--- config.mk ---
export PLATFORM = sky130hd
export DESIGN_NAME = uart_msg_scheduler
export DESIGN_NICKNAME = d
export VERILOG_FILES = /design/src/rtl/uart_msg_scheduler.sv
export SDC_FILE = /design/constraint.sdc
export NUM_CORES = 1
export LEC_CHECK = 0
export BUFFER_PORTS_ARGS = -buffer_cell sky130_fd_sc_hd__buf_4
export CORE_ASPECT_RATIO = 0.75
export CORE_MARGIN = 2
export CORE_UTILIZATION = 52
export CTS_CLUSTER_DIAMETER = 60
export DETAILED_ROUTE_END_ITERATION = 16
export PLACE_DENSITY = 0.73
export REMOVE_ABC_BUFFERS = 1
export SYNTH_ARGS = -nofsm -noshare
export SYNTH_HDL_FRONTEND = slang
export SYNTH_SLANG_ARGS = --single-unit
--- constraint.sdc ---
create_clock -name i_clk -period 3.7 [get_ports i_clk]
set_input_delay 0.37 -clock i_clk [delete_from_list [all_inputs] [get_ports i_clk]]
set_output_delay 0.37 -clock i_clk [all_outputs]
set_load 0.005 [all_outputs]
--- src/rtl/uart_msg_scheduler.sv ---
// uart_msg_scheduler: latches OPEN/WRONG/LOCK event requests as pending flags
// and hands them one at a time, by priority, to a string sender.
//
// Sender handshake: o_trigger is a one-cycle start pulse issued together with
// a stable o_status code. The sender acknowledges by raising i_sender_busy
// (sampled from the trigger cycle onward) and signals completion by dropping
// it. A missing acknowledge within ACK_TIMEOUT cycles discards the message.
// Every message, completed or timed out, is followed by GAP_CYCLES idle
// cycles before the next trigger. o_status holds its value until the next
// trigger.
module uart_msg_scheduler #(
  parameter int GAP_CYCLES  = 16,
  parameter int ACK_TIMEOUT = 1024
) (
  input  logic       i_clk,
  input  logic       i_rst,
  input  logic [2:0] i_evt,
  input  logic       i_enable,
  input  logic       i_sender_busy,
  output logic [2:0] o_status,
  output logic       o_trigger,
  output logic [2:0] o_pending,
  output logic       o_active,
  output logic [7:0] o_drop_cnt,
  output logic       o_timeout,
  output logic [1:0] o_dbg_state
);

  localparam int GW = $clog2(GAP_CYCLES) + 1;
  localparam int TW = $clog2(ACK_TIMEOUT) + 1;
  localparam logic [GW-1:0] GAP_LOAD = GW'(GAP_CYCLES);
  localparam logic [TW-1:0] TO_LAST  = TW'(ACK_TIMEOUT - 1);

  typedef enum logic [1:0] {
    IDLE      = 2'd0,
    WAIT_ACK  = 2'd1,
    WAIT_DONE = 2'd2,
    GAP       = 2'd3
  } state_t;

  state_t        state, state_n;
  logic [2:0]    evt_d1;
  logic [2:0]    rise;
  logic [2:0]    clr;
  logic [2:0]    drop_bits;
  logic [1:0]    drop_inc;
  logic [8:0]    drop_sum;
  logic [2:0]    status_n;
  logic          trig_n;
  logic          to_n;
  logic [GW-1:0] gap_cnt, gap_n;
  logic [TW-1:0] to_cnt, to_cnt_n;

  // A rise sets its pending bit; a rise on a bit that stays pending counts as
  // a drop. A rise on the bit being issued this cycle re-arms it (no drop).
  always_comb begin
    rise      = i_evt & ~evt_d1;
    drop_bits = rise & o_pending & ~clr;
    drop_inc  = {1'b0, drop_bits[0]} + {1'b0, drop_bits[1]} + {1'b0, drop_bits[2]};
    drop_sum  = {1'b0, o_drop_cnt} + {7'd0, drop_inc};
  end

  // Next-state and registered-output decode for the message sequencer.
  always_comb begin
    state_n  = state;
    status_n = o_status;
    trig_n   = 1'b0;
    to_n     = 1'b0;
    clr      = 3'b000;
    gap_n    = gap_cnt;
    to_cnt_n = to_cnt;
    case (state)
      IDLE: begin
        if (i_enable && (o_pending != 3'b000)) begin
          // WRONG > LOCK > OPEN; the one-hot bit doubles as the status code.
          if (o_pending[1])      clr = 3'b010;
          else if (o_pending[2]) clr = 3'b100;
          else                   clr = 3'b001;
          status_n = clr;
          trig_n   = 1'b1;
          to_cnt_n = '0;
          state_n  = WAIT_ACK;
        end
      end
      WAIT_ACK: begin
        if (i_sender_busy) begin
          state_n = WAIT_DONE;
        end else if (to_cnt == TO_LAST) begin
          to_n    = 1'b1;
          gap_n   = GAP_LOAD;
          state_n = GAP;
        end else begin
          to_cnt_n = to_cnt + 1'b1;
        end
      end
      WAIT_DONE: begin
        if (!i_sender_busy) begin
          gap_n   = GAP_LOAD;
          state_n = GAP;
        end
      end
      GAP: begin
        // Counter loaded with GAP_CYCLES; zero still spends one cycle here.
        if (gap_cnt <= GW'(1)) begin
          gap_n   = '0;
          state_n = IDLE;
        end else begin
          gap_n = gap_cnt - 1'b1;
        end
      end
      default: state_n = IDLE;
    endcase
  end

  // State, counters, event history and all registered outputs.
  always_ff @(posedge i_clk) begin
    if (i_rst) begin
      state      <= IDLE;
      evt_d1     <= 3'b000;
      gap_cnt    <= '0;
      to_cnt     <= '0;
      o_status   <= 3'b000;
      o_trigger  <= 1'b0;
      o_timeout  <= 1'b0;
      o_pending  <= 3'b000;
      o_drop_cnt <= 8'd0;
    end else begin
      state      <= state_n;
      evt_d1     <= i_evt;
      gap_cnt    <= gap_n;
      to_cnt     <= to_cnt_n;
      o_status   <= status_n;
      o_trigger  <= trig_n;
      o_timeout  <= to_n;
      o_pending  <= (o_pending & ~clr) | rise;
      o_drop_cnt <= drop_sum[8] ? 8'hFF : drop_sum[7:0];
    end
  end

  assign o_active    = (state != IDLE);
  assign o_dbg_state = state;

endmodule
== Word level (Yosys, flattened, before mapping) ==
Index checks and enable logic that the tools add are counted.

* Register bits after elaboration: 37
* Input bits: 7
* Output and inout port bits: 19
* Word-level logic and storage cells: 69

* Add/subtract/negate cells: 5
* Order comparisons: 1
* Equality and inequality tests: 11
* Muxes and demuxes: 22
* Bitwise gates (word level): 9
* Reductions and logical operators: 12

{| class="wikitable"
|+ Operator list
! operator !! count
|-
| 11-bit 2-to-1 mux || 3
|-
| 11-bit one-hot mux with 2 select lines || 1
|-
| 5-bit 2-to-1 mux || 4
|-
| 5-bit one-hot mux with 3 select lines || 1
|-
| 3-bit AND || 4
|-
| 3-bit 2-to-1 mux || 4
|-
| 2-bit != test, second input constant || 6
|-
| 4-bit AND reduction || 3
|-
| 11-bit by 1-bit adder with 11-bit output, second input constant || 1
|-
| 11-bit by 10-bit equality test with 1-bit output, second input constant || 1
|-
| 2-bit 2-to-1 mux || 5
|-
| 8-bit by 2-bit adder with 9-bit output || 1
|-
| 8-bit 2-to-1 mux || 1
|-
| 2-bit one-hot mux with 4 select lines || 1
|-
| 3-bit NOT || 2
|-
| 3-bit nonzero test || 2
|-
| 5-bit by 1-bit <= comparator with 1-bit output, second input constant || 1
|-
| 5-bit by 1-bit subtractor with 5-bit output, second input constant || 1
|-
| 2-bit equality test, second input constant || 2
|-
| 2-bit nonzero test || 2
|-
| 3-bit != test, second input constant || 1
|-
| 3-bit bitwise OR || 1
|-
| 3-bit OR reduction || 1
|-
| 1-bit by 1-bit adder with 2-bit output || 1
|-
| 8 further kinds || 10
|}

== Longest topological paths before layout ==
Gate-level depths: netlist of run 1.

* Depth after elaboration: 10
* Gate-level depth with buffers: 15
* Mapped depth without buffers: 14

== Least setup slack after synthesis of run 1 ==
Ideal clock, no wire load.

* Path type: register to register
* Start point: reg state[0], in the netlist o_dbg_state[0]
* End point: reg o_drop_cnt[6]
* Setup time: 0.078 ns
* Arrival: 3.482 ns
* Required time: 3.622 ns
* Slack: 0.141 ns
* Stages on the path, launching flop included: 16
* Path buffers: 1
* Period minus slack after synthesis: 3.559 ns
* Path through: dfxtp_1 -> inv_1 -> ha_1 -> clkbuf_1 -> o311ai_1 -> nor3_1 -> nand2b_1 -> or2_2 -> fa_1 -> inv_1 -> ha_1 -> fa_1 -> and3_1 -> and2_1 -> and4b_1 -> nor3_1

* Cells in the longest elaborated chain, start to end: 8

{| class="wikitable"
|+ Ends and longest elaborated chain
! element !! line !! source
|-
| start, declared || 41 || <nowiki>state_t state, state_n;</nowiki>
|-
| start signal, assigned || 128 || <nowiki>state <= state_n;</nowiki>
|-
| 2-bit logical NOT (*) || 72 || <nowiki>case (state)</nowiki>
|-
| 3-bit 2-to-1 mux (*) || 72 ||
|-
| 3-bit NOT (*) || 58 || <nowiki>drop_bits = rise & o_pending & ~clr;</nowiki>
|-
| 3-bit AND (*) || 58 ||
|-
| 1-bit by 1-bit adder with 2-bit output || 59 || <nowiki>drop_inc = {1'b0, drop_bits[0]} + {1'b0, drop_bits[1]} + {1'b0, drop_bits[2]};</nowiki>
|-
| 2-bit by 1-bit adder with 2-bit output (*) || 59 ||
|-
| 8-bit by 2-bit adder with 9-bit output (*) || 60 || <nowiki>drop_sum = {1'b0, o_drop_cnt} + {7'd0, drop_inc};</nowiki>
|-
| 8-bit 2-to-1 mux (*) || 136 || <nowiki>o_drop_cnt <= drop_sum[8] ? 8'hFF : drop_sum[7:0];</nowiki>
|-
| end signal, assigned || 136 ||
|-
| end, declared || 24 || <nowiki>output logic [7:0] o_drop_cnt,</nowiki>
|}

Mark *: on every way between the ends. The rest lies on a longest branch, timed or not.
A chain may end at the register's enable or synchronous reset.

== Worst setup path after layout of run 1 ==
* Start point: reg state[1], in the netlist o_dbg_state[1]
* End point: reg o_drop_cnt[3]

The elaborated chain is that of the path after synthesis.

==> metrics.md, run 1 <==
| Metric | Value |
|---|---|
| Status | completed |
| Final Hold Viols | 0 |
| Hold Path Stages | 2 |
| Worst setup margin | ~0.20 ns |
| FF+latch count, synth | 37 |
| Synth top cells by count | dfxtp_1 (37), a21oi_1 (23), inv_1 (15), nand3_1 (13), nor3_1 (13) |
| Die area | 0.00444 mm^2 |
| # port buffers | 25 |
| Crit end category | flip-flop |
| Setup violators final | 0 |
| P per Cell Area | about 480 mW/mm^2 |
| Diode count | 0 |
| Yosys warnings | 0 |
| Worst Path Required | ~3.9 ns |
| Die width | between 70 and 80 um |
| H-tree Lvls | 2 |
| Clock sinks | 37 |
| Area Overhead vs Synth | 15.8% |
| Detailed Place HPWL | roughly 3200 um |
| Mapped Area | 0.00204 mm^2 |
| Post-synthesis cell count | 240 |
| I/O pin total | 26 |
| CTS tree | built |
| Total routing usage reported by global routing | approximately 22% |
| Vias in the first global route | 1577 |
| Setup bufs post-CTS | 0 |
| LEAKAGE | slightly above 0.9 nW |
| WL per Instance | roughly 15 um |
| Initial Utilization | around 55% |
| Post-synth top area cell | dfxtp_1 |
| Crit path arrival time | approximately 3.7 ns |
| Top-count cell post-synth | dfxtp_1 |
| Period utilisation layout | between 90% and 100% |
| Reg2Reg Depth | 14 |
| Ratio of cells with drive above 1 in the final layout | between 10% and 20% |
| Rel. slew slack | about two fifths |
| Max clock buf depth | 2 |
| Seq/Total Area, Yosys | between 30% and 40% |
| Fmax | roughly 0.29 GHz |
| Worst Setup SP | o_dbg_state[1] |
| Largest net degree at the start of global routing | slightly below 50 |
| DR DRC count | 0 |
| Detailed Route Iter0 Violations | roughly 190 |
| Worst slew pin tran | ~0.89 ns |
| Cts hold-fix bufs | 0 |
| Setup repair after global routing missed its margin | false |
| Antenna violations before repair | 0 |
| Library cells used by synthesis | 49 |
| Final Skew | roughly 0.0052 ns |
| Worst Setup Start Kind | flip-flop |
| Vias/cell | a little under 6 |
| Crit path time final | ~3.5 ns |
| Worst r2r src | o_dbg_state[1] |
| Avg Cell Area, Syn | roughly 8.5 um^2 |
| Via count | 1834 |
| MaxCap Viol Count | 0 |
| Cell row count | 19 |
| Routability cong. | between 0.8 and 0.9 |
| Maximum net fanout on the critical path | 6 |
| DP Worst Slack | 0.279 ns |
| Number of nets with antenna violations after routing | 0 |
| Area contributors post-synth | dfxtp_1 (36%), a21oi_1 (5.7%), ha_1 (5.5%), nand2b_1 (3.7%), nand3_1 (3.2%) |
| Final Routed Wirelength | ~4600 um |
| Hold WS | 0.300 ns |
| EDFF count, synth | 0 |
| Critical path class | flip-flop to flip-flop |
| Reg clk slew, reported paths | roughly 0.080 ns |
| Worst hold path type | primary input to flip-flop |
| Skew-Pair Late Insertion Delay | between 0.2 and 0.3 ns |
| Hold wc startpoint | i_evt[0] |
| Post-CTS sizing | 0 |
| First-pass GRT wire length | 7620 um |
| Global route overflow | 0 |
| CTS root buf | clkbuf_8 |
| Yosys top cell area share | 36.4% |
| Core area | ~0.0037 mm^2 |
| Setup TNS | 0 ns |
| Max Slew Vio Count | 0 |
| Fin nets | ~280 |
| Peak supply drop | about 0.33 mV |
| Share of flip-flops with an asynchronous set or reset | 0% |
| Num CTS Buffers | 5 |
| Die Y | around 58 um |
| Detailed Routing Iterations Pass 1 | 4 |
| Most used DFF post-synth | dfxtp_1 |
[through the flow]
step,instance area [um^2],utilization [%],instances,total power [mW]
finish,2360,63.6,318,1.13
global route,2360,63.6,318,1.21
CTS,2360,63.6,318,1.13
detailed placement,2270,61.3,310,0.854
global placement,2270,61.3,310,0.848
floorplan,2000,-,230,0.709
[worst paths after layout]
kind / endpoint / slack [ns]
setup / recovery: o_drop_cnt[3] / 0.20
hold reg to reg: o_status[2] / 0.45
setup reg to reg: o_drop_cnt[3] / 0.20
hold / removal: evt_d1[0] / 0.30
[logic make-up (layout without fill, tap and decap cells)]
logic type | Yosys count | in the layout | synth area share [%]
adders and majority gates | 11 | 11 | 7.49
and+or+nand+nor | 102 | 102 | 29.0
AOI/OAI and AO/OA | 61 | 61 | 20.7
buffers and inverters | 25 | 51 | 4.67
muxes | 1 | 1 | 0.491
xor gates and xnor gates | 3 | 3 | 1.29
DFF | 37 | 37 | 36.4
[flip-flops by register name (all words and copies together), names as in the netlist]
signal	flops
to_cnt	11
o_drop_cnt	8
gap_cnt	5
evt_d1	3
o_pending	3
o_status	3
o_dbg_state	2
o_timeout	1
o_trigger	1
[where the power goes]
group	internal, mW	switching, mW
Clock	0.130	0.148
Sequential	0.428	0.0275
Combinational	0.161	0.234
[layout by cell type, fill, tap and decap left out, types with 2 or more instances in the layout]
master / count
a211o_1: 2
a211oi_1: 2
a21oi_1: 23
a22oi_1: 3
a31oi_1: 2
a41o_1: 2
and2_1: 2
and3_1: 4
buf_4: 28
clkbuf_8: 5
clkinv_2: 2
dfxtp_1: 37
fa_1: 2
ha_1: 9
inv_1: 15
nand2_1: 10
nand2b_1: 12
nand3_1: 13
nand3b_1: 4
nand4_1: 6
nand4b_1: 3
nor2_1: 12
nor2b_1: 7
nor3_1: 13
nor4_1: 3
o21ai_0: 7
o31ai_1: 6
o32ai_1: 2
or2_2: 2
or3_1: 4
or4_1: 3
xnor2_1: 3
[layout make-up]
class | count | area [um^2]
sequential | 37 | 741
fill | 344 | 1350
timing repair buffer | 28 | 210
clock buffer | 5 | 68.8
multi-input combinational | 178 | 1200
tap | 52 | 65.1
clock inverter | 3 | 17.5
inverter | 15 | 56.3
[worst max-delay path: stages (launching register included)]
cell      delay, ns
dfxtp_1        0.44
inv_1          0.11
ha_1           0.20
o311ai_1       0.12
nor3_1         0.14
nand2b_1       0.19
or2_2          0.30
fa_1           0.51
inv_1          0.04
ha_1           0.21
fa_1           0.41
and3_1         0.22
and2_1         0.19
nand4_1        0.19
a21oi_1        0.10
[metal layers]
layer | track usage, % | part of all wire (%) | wire [um] | vias to the layer above
met5 | 0 | 0 | 0 | -
met4 | 9.09 | 1.1 | 53 | 0
met3 | 4.83 | 7.5 | 347 | 4
met2 | 27.9 | 39 | 1810 | 58
met1 | 34.0 | 52 | 2420 | 832
li1 | - | - | - | 940
Power figures use the tool's default switching activity.
==> inputs of run 2 (changes only) <==
==> constraint.sdc (replaced) <==
create_clock -name i_clk -period 3.7 [get_ports i_clk]
set_input_delay 0 -clock i_clk [delete_from_list [all_inputs] [get_ports i_clk]]
set_output_delay 0 -clock i_clk [all_outputs]
set_load 0.005 [all_outputs]
==> metrics.md, run 2 (synthesis gave the netlist of run 1 again) <==
| Metric | Value |
|---|---|
| Die width | between 70 and 80 um |
| Top cell family by delay on the critical path | adder cells |
| CP max-delay cell | fa_1 |
| CTS root buf | clkbuf_8 |
| Post-CTS sizing | 0 |
| Crit path time final | between 3 and 4 ns |
| Setup TNS | 0 ns |
| Vias/cell | 5.76 |
| Max clock buf depth | 2 |
| Maximum net fanout on the critical path | 6 |
| I/O pin total | 26 |
| Routed length on met3 | 336 um |
| Detailed Route Iter0 Violations | 142 |
| DR DRC count | 0 |
| Core area | ~0.0037 mm^2 |
| Largest register FFs | 11 |
| Worst r2r src | o_dbg_state[1] |
| # port buffers | 25 |
| H-tree Lvls | 2 |
| First-pass GRT wire length | between 7000 and 8000 um |
| Cts hold-fix bufs | 3 |
| Initial Utilization | approximately 55% |
| Status | completed |
| Worst hold path type | primary input to flip-flop |
| Worst Path Required | between 3 and 4 ns |
| Most frequent cells in the layout | dfxtp_1 (37), buf_4 (28), a21oi_1 (23), inv_1 (15) |
| Final Skew | between 0.004 and 0.005 ns |
| Via count | between 1.5k and 2k |
| Largest net degree at the start of global routing | a little under 50 |
| Peak supply drop | around 0.33 mV |
| MaxCap Viol Count | 0 |
| Final Routed Wirelength | ~4600 um |
| Fmax | roughly 0.29 GHz |
| Num CTS Buffers | 5 |
| Number of nets with antenna violations after routing | 0 |
| Hold wc startpoint | i_enable |
| Most common cell after layout, fill and taps aside | dfxtp_1 |
| WL per Instance | approximately 14 um |
| Worst slew pin tran | about 0.88 ns |
| Antenna violations before repair | 0 |
| DP Worst Slack | around 0.28 ns |
| Reg clk slew, reported paths | ~0.070 ns |
| Total routing usage reported by global routing | approximately 22% |
| Worst Setup Start Kind | flip-flop |
| Non-filler cells, final | between 300 and 400 |
| Fin nets | 286 |
| Detailed Routing Iterations Pass 1 | 5 |
| Biggest regs | to_cnt (11), o_drop_cnt (8), gap_cnt (5) |
| Vias in the first global route | roughly 1.6k |
| Area Overhead vs Synth | 17.3% |
| Bufs and invs on worst path | 2 |
| Ratio of cells with drive above 1 in the final layout | roughly 15% |
| Global route overflow | 0 |
| Routability cong. | about 0.85 |
| Crit path arrival time | around 3.7 ns |
| Reg2Reg Depth | 14 |
| Top sig layer | met4 |
| Worst setup margin | 0.204 ns |
| P per Cell Area | roughly 470 mW/mm^2 |
| # placed instances | 310 |
| Critical path class | flip-flop to flip-flop |
| Diode count | 0 |
| Clock sinks | 37 |
| Final Hold Viols | 0 |
| WL met1 | approximately 2400 um |
| R2R Setup Slk | 0.20 ns |
| Reg2reg end | o_drop_cnt[3] |
| Period utilisation layout | 94.5% |
| WL met2 | 1820 um |
| CTS tree | built |
| Critical path cell sequence | inv_1, ha_1, o311ai_1, nor3_1, nand2b_1, or2_2, fa_1, inv_1, ha_1, fa_1, and3_1, and2_1, nand4_1, a21oi_1 |
| Cell row count | 19 |
| LEAKAGE | 0.943 nW |
| Rel. slew slack | about two fifths |
| Setup repair after global routing missed its margin | false |
| Detailed Place HPWL | 3230 um |
| Die Y | 58.2 um |
| Hold Path Stages | 3 |
| Max Slew Vio Count | 0 |
| Hold Path End | o_status[1] |
| Crit end category | flip-flop |
| Die area | 0.00444 mm^2 |
| Skew-Pair Late Insertion Delay | approximately 0.29 ns |
| Setup violators final | 0 |
| Setup bufs post-CTS | 0 |
| Slowest Stage Delay on Critical Path | 0.51 ns |
| Register with the highest flop count | to_cnt |
==> run 2: changes by cell type in the layout (fill, tap and decap cells not counted) <==
cell	change
dlygate4sd3_1	+3
==> run 2: worst max path at each step <==
stage / cells past startpoint / endpoint / from / slack, ns
floorplan: 14 / o_drop_cnt[6] / o_dbg_state[0] / 0.22
global route: 14 / o_drop_cnt[6] / o_dbg_state[1] / 0.02
finish: 14 / o_drop_cnt[3] / o_dbg_state[1] / 0.20
detailed placement: 14 / o_drop_cnt[0] / o_dbg_state[1] / 0.28
CTS: 14 / o_drop_cnt[2] / o_dbg_state[1] / 0.20
global placement: 14 / o_drop_cnt[0] / o_dbg_state[1] / 0.43
==> run 2: power by group <==
part	switching [mW]	internal, mW	leakage [nW]	total (mW)
Sequential	0.0274	0.428	0.301	0.455
Combinational	0.237	0.164	0.598	0.400
Clock	0.148	0.130	0.0439	0.278
Total	0.412	0.722	0.943	1.13
==> run 2: cell type report <==
class                           count  area, um^2
Clock inverter                      3        17.5
Inverter                           15        56.3
Fill cell                         342        1320
Tap cell                           52        65.1
Multi-Input combinational cell    178        1200
Sequential cell                    37         741
Clock buffer                        5        68.8
Timing Repair Buffer               31         240
==> run 2: stage by stage <==
stage | cell area, um^2 | power, mW | hold WS, ns | utilization, %
3_3_place_gp | 2270 | 0.848 | 0.224 | 61.3
4_1_cts | 2390 | 1.14 | 0.0122 | 64.4
5_1_grt | 2390 | 1.21 | 0.0278 | 64.4
2_1_floorplan | 2000 | 0.709 | 0.0691 | -
6_report | 2390 | 1.13 | 0.0221 | 64.4
3_5_place_dp | 2270 | 0.854 | 0.229 | 61.3
==> run 2: worst min-delay path, cell delays in order <==
cell and delay [ns]:
buf_4 0.12, nand3_1 0.08, a21oi_1 0.06
==> run 2: routing by layer <==
layer | up-vias | GRT usage (%)
li1 | 948 | -
met1 | 834 | 34.1
met2 | 63 | 28.8
met3 | 4 | 4.83
met5 | - | 0
met4 | 0 | 9.09
==> inputs of run 3 (changes only) <==
--- a/config.mk
+++ b/config.mk
@@ -6,12 +6,12 @@
 export NUM_CORES = 1
 export LEC_CHECK = 0
 export BUFFER_PORTS_ARGS = -buffer_cell sky130_fd_sc_hd__buf_4
-export CORE_ASPECT_RATIO = 0.75
+export CORE_ASPECT_RATIO = 1.1
 export CORE_MARGIN = 2
-export CORE_UTILIZATION = 52
+export CORE_UTILIZATION = 60
 export CTS_CLUSTER_DIAMETER = 60
 export DETAILED_ROUTE_END_ITERATION = 16
-export PLACE_DENSITY = 0.73
+export PLACE_DENSITY = 0.79
 export REMOVE_ABC_BUFFERS = 1
 export SYNTH_ARGS = -nofsm -noshare
 export SYNTH_HDL_FRONTEND = slang
==> constraint.sdc (replaced) <==
create_clock -name i_clk -period 4.4 [get_ports i_clk]
set_input_delay 0 -clock i_clk [delete_from_list [all_inputs] [get_ports i_clk]]
set_output_delay 0 -clock i_clk [all_outputs]
set_load 0.005 [all_outputs]
==> metrics.md, run 3 (synthesis gave the netlist of run 1 again) <==
| Metric | Value |
|---|---|
| Top cell family by delay on the critical path | adder cells |
| CTS tree | built |
| Clock power share | 20.3% |
| Final Routed Wirelength | around 4400 um |
| Critical path class | flip-flop to flip-flop |
| Worst hold path type | primary input to flip-flop |
| WL per Instance | about 14 um |
| P per Cell Area | between 300 and 400 mW/mm^2 |
| Vias in the first global route | ~1.7k |
| Period utilisation layout | 86.4% |
| I/O pin total | 26 |
| Max Slew Vio Count | 0 |
| Worst slew pin tran | a little under 0.8 ns |
| Diode count | 0 |
| Detailed Routing Iterations Pass 1 | 4 |
| Final Skew | roughly 0.008 ns |
| Setup TNS | 0 ns |
| Crit path arrival time | 4.07 ns |
| Cell row count | 22 |
| Worst Setup SP | o_dbg_state[0] |
| R2R Setup Slk | between 0.5 and 0.6 ns |
| Cts hold-fix bufs | 4 |
| Core area | about 0.0033 mm^2 |
| Slowest Stage Delay on Critical Path | 0.51 ns |
| Routability cong. | between 0.8 and 0.9 |
| Ratio of cells with drive above 1 in the final layout | between 10 and 15% |
| Detailed Place HPWL | just under 3000 um |
| Fmax | between 0.2 and 0.3 GHz |
| Reg2reg end | o_drop_cnt[6] |
| Reg2Reg Depth | 14 |
| Setup violators final | 0 |
| Crit path time final | roughly 3.8 ns |
| Peak supply drop | about 0.26 mV |
| Total routing usage reported by global routing | 24.3% |
| Setup repair after global routing missed its margin | false |
| Final Hold Viols | 0 |
| CP max-delay cell | fa_1 |
| Flop pwr share | between 40 and 50% |
| Status | completed |
| Die Y | 65.1 um |
| Die area | around 0.0039 mm^2 |
| Detailed Route Iter0 Violations | roughly 130 |
| MaxCap Viol Count | 0 |
| Largest net degree at the start of global routing | 49 |
| Power Internal | approximately 550 uW |
| Bufs and invs on worst path | 2 |
| H-tree Lvls | 2 |
| Reg clk slew, reported paths | ~0.11 ns |
| P_sw | about 320 uW |
| CTS root buf | clkbuf_4 |
| Largest register FFs | 11 |
| Num CTS Buffers | 5 |
| Switching Share | between 30% and 40% |
| Antenna violations before repair | 0 |
| Biggest regs | to_cnt (11), o_drop_cnt (8), gap_cnt (5) |
| Worst r2r src | o_dbg_state[0] |
| Global route overflow | 0 |
| Gate power share | roughly 35% |
| Worst Path Required | between 4 and 5 ns |
| Post-CTS sizing | 0 |
| Critical path cell sequence | inv_1, ha_1, o311ai_1, nor3_1, nand2b_1, or2_2, fa_1, inv_1, ha_1, fa_1, and3_1, and2_1, and4b_1, nor3_1 |
| Worst path depth | 14 |
| LEAKAGE | a little over 0.9 nW |
| Via count | 1859 |
| Worst Setup Start Kind | flip-flop |
| Non-filler cells, final | slightly above 300 |
| Setup bufs post-CTS | 0 |
| Most common cell after layout, fill and taps aside | dfxtp_1 |
| Most frequent cells in the layout | dfxtp_1 (37), buf_4 (25), a21oi_1 (23), inv_1 (15) |
| Clock sinks | 37 |
| Maximum net fanout on the critical path | 11 |
| Rel. slew slack | a little under half |
| Initial Utilization | just over 60% |
| CP Capture Point | o_drop_cnt[6] |
| First-pass GRT wire length | 7310 um |
| Max clock buf depth | 2 |
| # port buffers | 25 |
| # placed instances | around 290 |
| DR DRC count | 0 |
| Skew-Pair Late Insertion Delay | ~0.34 ns |
| Fin nets | approximately 280 |
| Die width | between 50 and 60 um |
| Area Overhead vs Synth | 14.0% |
| Crit end category | flip-flop |
| Hold WS | 0.0867 ns |
| Number of nets with antenna violations after routing | 0 |
| Register with the highest flop count | to_cnt |
| Vias/cell | ~6 |
[run 3: cell count changes in the layout (fill, tap and decap cells not counted)]
cell and change:
buf_4 -3, clkbuf_1 +1, clkbuf_4 +5, clkbuf_8 -5, clkinvlp_4 -1, dlygate4sd3_1 +1
[run 3: cell type report]
type                            count  area, um^2
Clock buffer                        6        41.3
Clock inverter                      2        10.0
Fill cell                         266         981
Inverter                           15        56.3
Multi-Input combinational cell    178        1200
Sequential cell                    37         741
Tap cell                           36        45.0
Timing Repair Buffer               29         228
[run 3: layer usage]
layer  routed length, um  GRT usage (%)
met5                   0              0
met4                  47           8.06
met3                 178           5.91
met2                2140           40.7
met1                1990           30.2
[run 3: how the worst min path moves through the flow]
stage                         from            end  cells past startpoint
final                        i_rst  o_drop_cnt[4]                      2
after CTS                    i_rst  o_drop_cnt[4]                      2
after detailed placement  i_evt[0]      evt_d1[0]                      2
after floorplan              i_rst     gap_cnt[1]                      1
after global routing         i_rst  o_drop_cnt[4]                      2
after global placement    i_evt[0]      evt_d1[0]                      2
[run 3: through the flow]
step / util, % / power [mW] / setup WS (ns) / cell area [um^2]
floorplan: - / 0.596 / 0.923 / 2000
global placement: 67.5 / 0.693 / 0.780 / 2230
detailed placement: 67.5 / 0.698 / 0.605 / 2230
CTS: 70.3 / 0.875 / 0.576 / 2320
global route: 70.3 / 0.931 / 0.316 / 2320
finish: 70.3 / 0.871 / 0.597 / 2320
[run 3: power groups by stage]
stage                     logic (mW)  registers (mW)  clock network, mW
final                          0.309           0.386              0.177
after CTS                      0.310           0.386              0.180
after detailed placement       0.304           0.393                  0
after floorplan                0.207           0.390                  0
after global placement         0.302           0.391                  0
after global routing           0.345           0.390              0.195
